File: src/rtl/trap_ctrl.sv
// trap_ctrl: interrupt entry / mret return controller for the multicycle core.
// It sits between the instruction-boundary pulse from the core FSM and the
// CSR file / fetch unit. At each boundary it either redirects fetch to mtvec
// (interrupt entry), redirects fetch to mepc (mret), or lets the core keep
// running. After a redirect it holds fetch for one extra SETTLE cycle so the
// CSR update is visible before the next instruction starts.
//
// Optional feature: define TRAP_CTRL_IRQ_SYNC_EN to pass the asynchronous irq
// input through a two-flop synchronizer. This adds two cycles of irq latency.
// Without the macro, irq is assumed to already be synchronous to clk.

module trap_ctrl (
   input  logic        clk,
   input  logic        rst,
   input  logic        irq,
   input  logic        instr_done,
   input  logic        is_mret,
   input  logic        mie,
   input  logic        mstatus,
   input  logic [31:0] mtvec,
   input  logic [31:0] mepc,
   output logic        int_taken,
   output logic        int_ret,
   output logic        redirect,
   output logic [31:0] redirect_pc,
   output logic        hold,
   output logic        irq_pending,
   output logic [15:0] int_count
);

   typedef enum logic [1:0] {
      RUN    = 2'd0,
      TAKE   = 2'd1,
      RET    = 2'd2,
      SETTLE = 2'd3
   } state_t;

   state_t      state;
   state_t      state_next;

   logic        irq_s;
   logic        irq_d;
   logic        irq_edge;
   logic [15:0] count_q;

`ifdef TRAP_CTRL_IRQ_SYNC_EN
   logic        sync_1;
   logic        sync_2;

   // Two-flop synchronizer bringing the asynchronous irq into the clk domain.
   always_ff @(posedge clk or posedge rst) begin
      if (rst) begin
         sync_1 <= 1'b0;
         sync_2 <= 1'b0;
      end else begin
         sync_1 <= irq;
         sync_2 <= sync_1;
      end
   end

   assign irq_s = sync_2;
`else
   assign irq_s = irq;
`endif

   // Delayed copy of the synchronized irq, used to detect a rising edge.
   always_ff @(posedge clk or posedge rst) begin
      if (rst) begin
         irq_d <= 1'b0;
      end else begin
         irq_d <= irq_s;
      end
   end

   assign irq_edge = irq_s & ~irq_d;

   // Pending latch: a rising edge sets it, service in TAKE clears it, and a
   // new edge arriving in the same cycle as the clear keeps it set.
   always_ff @(posedge clk or posedge rst) begin
      if (rst) begin
         irq_pending <= 1'b0;
      end else if (irq_edge) begin
         irq_pending <= 1'b1;
      end else if (state == TAKE) begin
         irq_pending <= 1'b0;
      end
   end

   // Interrupt counter: one increment per TAKE cycle, wrapping naturally.
   always_ff @(posedge clk or posedge rst) begin
      if (rst) begin
         count_q <= 16'h0000;
      end else if (state == TAKE) begin
         count_q <= count_q + 16'd1;
      end
   end

   assign int_count = count_q;

   // State register; reset drops any in-flight entry/return sequence.
   always_ff @(posedge clk or posedge rst) begin
      if (rst) begin
         state <= RUN;
      end else begin
         state <= state_next;
      end
   end

   // Next-state logic: boundaries are only honoured in RUN, and mret wins
   // over a pending interrupt so the interrupt is re-evaluated next boundary.
   always_comb begin
      state_next = state;
      case (state)
         RUN: begin
            if (instr_done) begin
               if (is_mret) begin
                  state_next = RET;
               end else if (irq_pending && mie && mstatus) begin
                  state_next = TAKE;
               end
            end
         end
         TAKE:    state_next = SETTLE;
         RET:     state_next = SETTLE;
         SETTLE:  state_next = RUN;
         default: state_next = RUN;
      endcase
   end

   // Output decode: pulses and redirect target come straight from the state,
   // and fetch is held in every state other than RUN.
   always_comb begin
      int_taken   = 1'b0;
      int_ret     = 1'b0;
      redirect    = 1'b0;
      redirect_pc = 32'h0000_0000;
      hold        = 1'b1;
      case (state)
         RUN: begin
            hold = 1'b0;
         end
         TAKE: begin
            int_taken   = 1'b1;
            redirect    = 1'b1;
            redirect_pc = mtvec;
         end
         RET: begin
            int_ret     = 1'b1;
            redirect    = 1'b1;
            redirect_pc = mepc;
         end
         SETTLE: begin
            hold = 1'b1;
         end
         default: begin
            hold = 1'b1;
         end
      endcase
   end

endmodule

File: config.mk
export PLATFORM = sky130hd
export DESIGN_NAME = trap_ctrl
export DESIGN_NICKNAME = d
export VERILOG_FILES = /design/src/rtl/trap_ctrl.sv
export SDC_FILE = /design/constraint.sdc
export NUM_CORES = 1
export LEC_CHECK = 0
export CORE_MARGIN = 4
export CORE_UTILIZATION = 25
export CTS_CLUSTER_DIAMETER = 100
export DETAILED_ROUTE_END_ITERATION = 12
export PLACE_DENSITY = 0.73
export SLEW_MARGIN = 20
export SYNTH_ARGS = -nofsm -noshare
export SYNTH_HDL_FRONTEND = slang
export SYNTH_SLANG_ARGS = --single-unit
File: constraint.sdc
create_clock -name clk -period 3.1 [get_ports clk]
set_input_delay 0.93 -clock clk [delete_from_list [all_inputs] [get_ports clk]]
set_output_delay 0.93 -clock clk [all_outputs]
set_load 0.02 [all_outputs]
Word level (Yosys, flattened, before mapping)
Cells that the tools add are included.
{ "totals": {"register_bits": 20, "inputBits": 71, "word_cells": 29} }
{ "classes": {"add_sub_neg": 1, "n_eq_ne": 5, "mux": 11, "n_bitwise": 2, "reduce_logical": 6} }
{ "op_table": {"columns": ["cell", "n"], "rows": [
  ["one-hot mux 32 bit (2 select lines)", 1],
  ["adder 16 x 1 -> 16 bit (second input constant)", 1],
  ["2-to-1 mux 1 bit", 6],
  ["2-to-1 mux 2 bit", 3],
  ["one-hot mux 2 bit (3 select lines)", 1],
  ["equality test 2 bit (second input constant)", 2],
  ["inequality test 3 bit (second input constant)", 1],
  ["equality test 2 x 1 -> 1 bit (second input constant)", 1],
  ["logical AND 1 bit", 2],
  ["zero test 2 bit", 1],
  ["inequality test 2 bit (second input constant)", 1],
  ["AND reduction 2 bit", 1],
  ["nonzero test 2 bit", 1],
  ["OR reduction 2 bit", 1],
  ["AND 1 bit", 1],
  ["inverter 1 bit", 1]
]} }

Logic depth before layout (Yosys ltp)
{ "depth": {"word_depth": 6, "ltp_mapped": 6} }

Worst setup path before layout
Ideal clock, no wire load.
{ "synth_timing": {"path_kind": "reg-to-output", "from": "reg state[1]", "to": "out redirect_pc[17]", "t_arrival_ns": 1.609, "required_ns": 2.170, "slack_ns": 0.561, "path_stages_with_launch": 7, "cell_sequence": "dfrtp_1 inv_1 ha_1 buf_2 buf_2 a22oi_1 nor2b_1"} }
{ "synth_between": {"elab_chain_cells": 2, "elab_cells_between_ends": 3, "cone_classes": "2 x eq/ne; 1 x mux"} }
{ "synth_rtl": {"columns": ["element", "line_no", "text"], "rows": [
  ["start, declared", "38", "state_t state;"],
  ["start signal, assigned", "105", "state <= state_next;"],
  ["equality test 2 bit / equality test 2 x 1 -> 1 bit (equally long branches)", "138", "case (state)"],
  ["one-hot mux 32 bit (2 select lines) (*)", "138", null],
  ["end, declared", "25", "output logic [31:0] redirect_pc,"]
]} }
Every way passes the cells marked *; elsewhere a longest branch is shown, timed or not.

Worst setup path after layout
{ "layout_timing": {"from": "in mtvec[24]", "to": "out redirect_pc[24]"} }
{ "layout_between": {"elab_chain_cells": 1} }
{ "layout_rtl": {"columns": ["element", "line_no", "text"], "rows": [
  ["start, declared", "20", "input logic [31:0] mtvec,"],
  ["one-hot mux 32 bit (2 select lines)", "138", null]
]} }
Every way passes these cells.

==> results.toml <==
[floorplan]
core-area_um2 = 5540
dieHeight_um = 83.9
rows = 27
io_pins = 124
fp.dieW_um = 83.9
start_util_pct = 26.0
die-area_um2 = 7040

[placed_design]
io_buffers = 123
place_area_um2 = 2790
dpl.cell_count = 346
dp_hpwl_um = 4160
routabilityCongestion = 0.742

[sta]
finalCritPeriodShare_pct = 93.5
finalSetupViolations = 0
skew_ps = 1.25
slew_headroom_pct = 51.5
hold_violations = 0
fmax_mhz = 345
tightest_slew_ps = 727
rsz0062_at_grt = "false"
slew_violations = 0
timing.setup.tns_ps = 0
min_period_ps = 2900

[route]
wl_um = 5290
drt-initial-drc-count = 42
dr.pass1.iters = 4
vias = 1683
wl_per_cell_um = 15.1
avgViaCountPerCell = 4.81
drtAntennaViolNets = 0
route.detailed.drc = 0

[finish]
layout_common_cells = "clkdlybuf4s50_1, nor2b_1, a22oi_1"
drive_above_1_share_pct = 5.76
num-fill-cells = 539
nNetsFinal = 355
fin_util_pct = 50.6
area_growth_pct = 94.4
final_cells = 350
final_area_um2 = 2800
final_common_cell = "clkdlybuf4s50_1"
antenna_cells = 0

[outcome]
status = "finished, final reports clean"

[yosys]
ys_warn_count = 0
synthAdderAreaFrac_pct = 4.34
ys_types = 28
synth_top_family_by_area = "simple AND/OR/NAND/NOR gates"
synth_seq_area_share_pct = 34.7
synth.avg_cell_area_um2 = 9.18
synth_nets = 233
yosys.area_share.simple_pct = 25.3
synth-edff-count = 0
synthArstFlopShare_pct = 100
synth.cell_area_um2 = 1440
muxShareOfSynthArea_pct = 0.781
ys_ff_latch = 20
synthCells = 157
synth_compound_area_share_pct = 20.2
synth-xor-area-share_pct = 9.11
synth_ff_type = "dfrtp_1"

[global_routing]
grt_antenna_before_repair = 0
gr-usage-all-layers_pct = 14.4
met1_usage_pct = 19.2
grt_max_degree = 36
grt_overflow = 0
grt-busiest-layer = "met2"
grt_pass1_wl_um = 8370
first_global_vias = 1660
use_met2_pct = 23.4
grtUsageMet3_pct = 3.55

[worst_setup_path]
worstSetupPathType = "primary input to output pin"
crit_path_max_fanout = 1
required_ps = 2170
arrival_ps = 1970
end_kind = "output pin"
critical_path.startpoint_type = "primary input"

[clock_tree]
cts_tree = "yes"
post_cts_resized = 31
cts_hold_buf = 0
ctsLongestPathBuffers = 2
clock-sinks = 20
cts_root_buf = "clkbuf_8"
clk_latency_ps = 250
clk_pin_slew_ps = 70
cts_buffers = 3
cts_setup_buffers = 0
h-tree-depth = 1

[power_and_ir_drop]
ir_drop_v = 0.000360
power.density_nw_per_um2 = 842
p_leak_nw = 1.21

[job]
max-cap-violations = 0

[min_path]
holdCritPathClass = "flop to flop"
stage by stage:
stage	worst slack [ps]	power, mW	hold WS (ps)
2_1_floorplan	561	1.45	399
3_3_place_gp	-107	2.32	406
3_5_place_dp	-94.6	2.35	416
4_1_cts	166	2.40	426
5_1_grt	163	2.54	462
6_report	202	2.36	421
state kept, by name, indices dropped and copies added, names as in the netlist:
register	cells
state	2
irq_d	1
irq_pending	1
int_count	16
layout make-up:
class	count	area, um2	area share, %
inverter	10	37.5	1.34
timing repair buffer	127	1260	44.9
clock buffer	4	55.1	1.97
sequential	20	500	17.9
tap	72	90.1	3.22
multi-input combinational	117	861	30.7
power breakdown:
part	switching, mW	total (mW)	internal (mW)	leakage (nW)
sequential	0.0704	0.390	0.320	0.260
clock	0.0819	0.195	0.113	0.0288
combinational	0.934	1.78	0.841	0.922
total	1.09	2.36	1.27	1.21
worst max-delay path, cell delays in order:
cell	delay, ps
clkdlybuf4s50_1	490
a22oi_1	70
nor2b_1	110
dlygate4sd2_1	360
per-layer routing:
layer  wire (um)  part of all wire (%)
met1        2380                    45
met2        2430                    46
met3         403                   7.6
met4          78                   1.5
met5           0                     0
kinds of logic (layout without fill, tap and decap cells):
family                     count (synthesis)  in the layout
and+or+nand+nor                           57             57
AOI/OAI and AO/OA                         39             39
muxes                                      1              1
xor gates and xnor gates                  15             15
adders and majority gates                  5              5
buffers and inverters                     20            141
DFF                                       20             20
final timing paths:
path | start | cells past startpoint | to | slack, ps
max reg2reg | state[1]$_DFFE_PP0P_ | 7 | int_count[7]$_DFFE_PP0N_ | 1350
max | mtvec[24] | 4 | redirect_pc[24] | 200
max in group asynchronous | rst | 2 | int_count[15]$_DFFE_PP0N_ | 1550
min reg2reg | irq_d$_DFF_PP0_ | 1 | irq_pending$_DFFE_PP0P_ | 420
min in group asynchronous | rst | 2 | irq_d$_DFF_PP0_ | 1100
min | irq_d$_DFF_PP0_ | 1 | irq_pending$_DFFE_PP0P_ | 420
synth_stat cells, drive strengths merged (3+ instances only):
cell / n / area, um2
dfrtp: 20 / 500
clkbuf: 6 / 22.5
a22oi: 32 / 240
nand4: 3 / 18.8
nand3: 6 / 47.6
nand2: 5 / 18.8
inv: 10 / 37.5
xor2: 5 / 43.8
buf: 4 / 20.0
ha: 5 / 62.6
nor2b: 33 / 206
nor2: 5 / 21.3
xnor2: 10 / 87.6
No activity file was read; power rests on OpenSTA's default activity.
==> RTL change, RTL diff (config.mk and constraints unchanged) <==
Encoding of `state_t`: now Gray code (2 bits for 4 states).
--- a/src/rtl/trap_ctrl.sv
+++ b/src/rtl/trap_ctrl.sv
@@ -31,6 +31,6 @@
    typedef enum logic [1:0] {
-      RUN    = 2'd0,
-      TAKE   = 2'd1,
-      RET    = 2'd2,
-      SETTLE = 2'd3
+      RUN    = 2'b00,
+      TAKE   = 2'b01,
+      RET    = 2'b11,
+      SETTLE = 2'b10
    } state_t;
Check against the original RTL: no difference found for any inputs over 10 cycles, from zero or initial values and one cycle with rst high; not proved beyond that.
==> RTL change against the unedited design <==
Critical path depth did not move. Maximum frequency rose by 1.5%. Setup slack improved by 0.043 ns. Die area rose by 3.0%. Critical path type unchanged. Synthesized area rose by 3.3%. Routed wire length fell by 12%. Critical endpoint is now redirect_pc[27]. Sequential cell count did not move. Highest routed layer unchanged. Cell count fell by 2.9%. Register-to-register slack improved by 0.23 ns. Design area rose by 1.2%. Global-route usage fell by 2.2 points.
Power is not compared: it rests on default switching activity, and its combinational part moved more than twofold at a synthesized area within 25%.
==> RTL change: results (changes against the unedited design) <==
Clock Skews 0.00295 ns (was 0.00125 ns); Clock-cell share 1.94% (was 1.97%); WHS Path Cells 1 (unchanged); Non-clock buffers 126 (was 127); Setup crit end redirect_pc[27] (was redirect_pc[24]); Worst R2R Setup Slack 1.58 ns (was 1.35 ns); R2R cell count 4 (was 7); Final GP Congestion 0.752 (was 0.742); CP startpoint mepc[27] (was mtvec[24]); n_diodes 0 (unchanged); most frequent cells after synthesis nor2b_1, mux2i_1, dfrtp_1 (was nor2b_1, a22oi_1, dfrtp_1); Via density 4.32 (was 4.81); multi-input combinational area share 32.6% (was 30.7%); maximum vdd drop 0.000164 V; comb_multi_in 114 (was 117); Area Growth Syn to Fin 90.4% (was 94.4%); invs w/o clock 4 (was 10); outcome completed (unchanged); hold_ws 0.447 ns (was 0.421 ns); Root Driver clkbuf_8 (unchanged); post-synthesis cell type count 29 (was 28); flip-flop and latch share of the layout cell area 17.7% (was 17.9%); Syn Area/Cell 10.1 um^2 (was 9.18 um^2); Final non-clock buffer share 44.1% (was 44.9%); Critical Path AT 1.92 ns (was 1.97 ns); DRT iter0 DRCs 39 (was 42); Post-DP Area 2810 um^2 (was 2790 um^2); share of layout cells above drive strength 1 6.34% (was 5.76%); TritonRoute pass-1 iters 2 (was 4); Fill cells 530 (was 539); worst slack at placement -0.0488 ns (was -0.0946 ns); R2R Path End int_count[12] (was int_count[7]); post-synthesis sequential area ratio 33.6% (was 34.7%); Seq cells 20 (unchanged); vias 1470 (was 1683); Tmin final 2.85 ns (was 2.90 ns); LEAKAGE 0.00136 uW; GRT Util Overall 12.2% (was 14.4%); Rel. slew slack 50.5% (was 51.5%); slowest cell delay on critical path 0.45 ns (was 0.49 ns); first-pass GRT wire length 7260 um (was 8370 um); synth top area cells dfrtp_1, mux2i_1, nor2b_1, xnor2_1, xor2_1 (was dfrtp_1, a22oi_1, nor2b_1, xnor2_1, ha_1)
==> RTL change: changes by cell type after synthesis, sizes merged, moves of 3 or more <==
cell	change
a22oi	-32
ha	-4
nor2	-3
mux2i	+32
inv	-6
==> RTL change: routing by layer <==
layer | vias to the layer above | GRT usage, % | part of all wire, %
li1 | 737 | - | -
met1 | 664 | 14.6 | 39
met2 | 64 | 21.0 | 52
met3 | 5 | 4.85 | 9.2
met4 | 0 | 1.73 | 0.45
met5 | - | 0 | 0
==> RTL change: cells by family (layout without fill, tap and decap cells) <==
kind of cell / after synthesis / after routing / synth area share, %
buf+inv: 14 / 134 / 4.37
fa+ha+maj: 1 / 1 / 0.840
flops: 20 / 20 / 33.6
compound gates: 3 / 3 / 1.43
simple gates: 62 / 62 / 28.7
mux: 33 / 33 / 22.3
xor+xnor: 15 / 15 / 8.82
==> RTL change: repair_timing <==
item,CTS,global route
gates resized for setup,29,3
setup endpoints to repair,29,3
buffers inserted,0,0
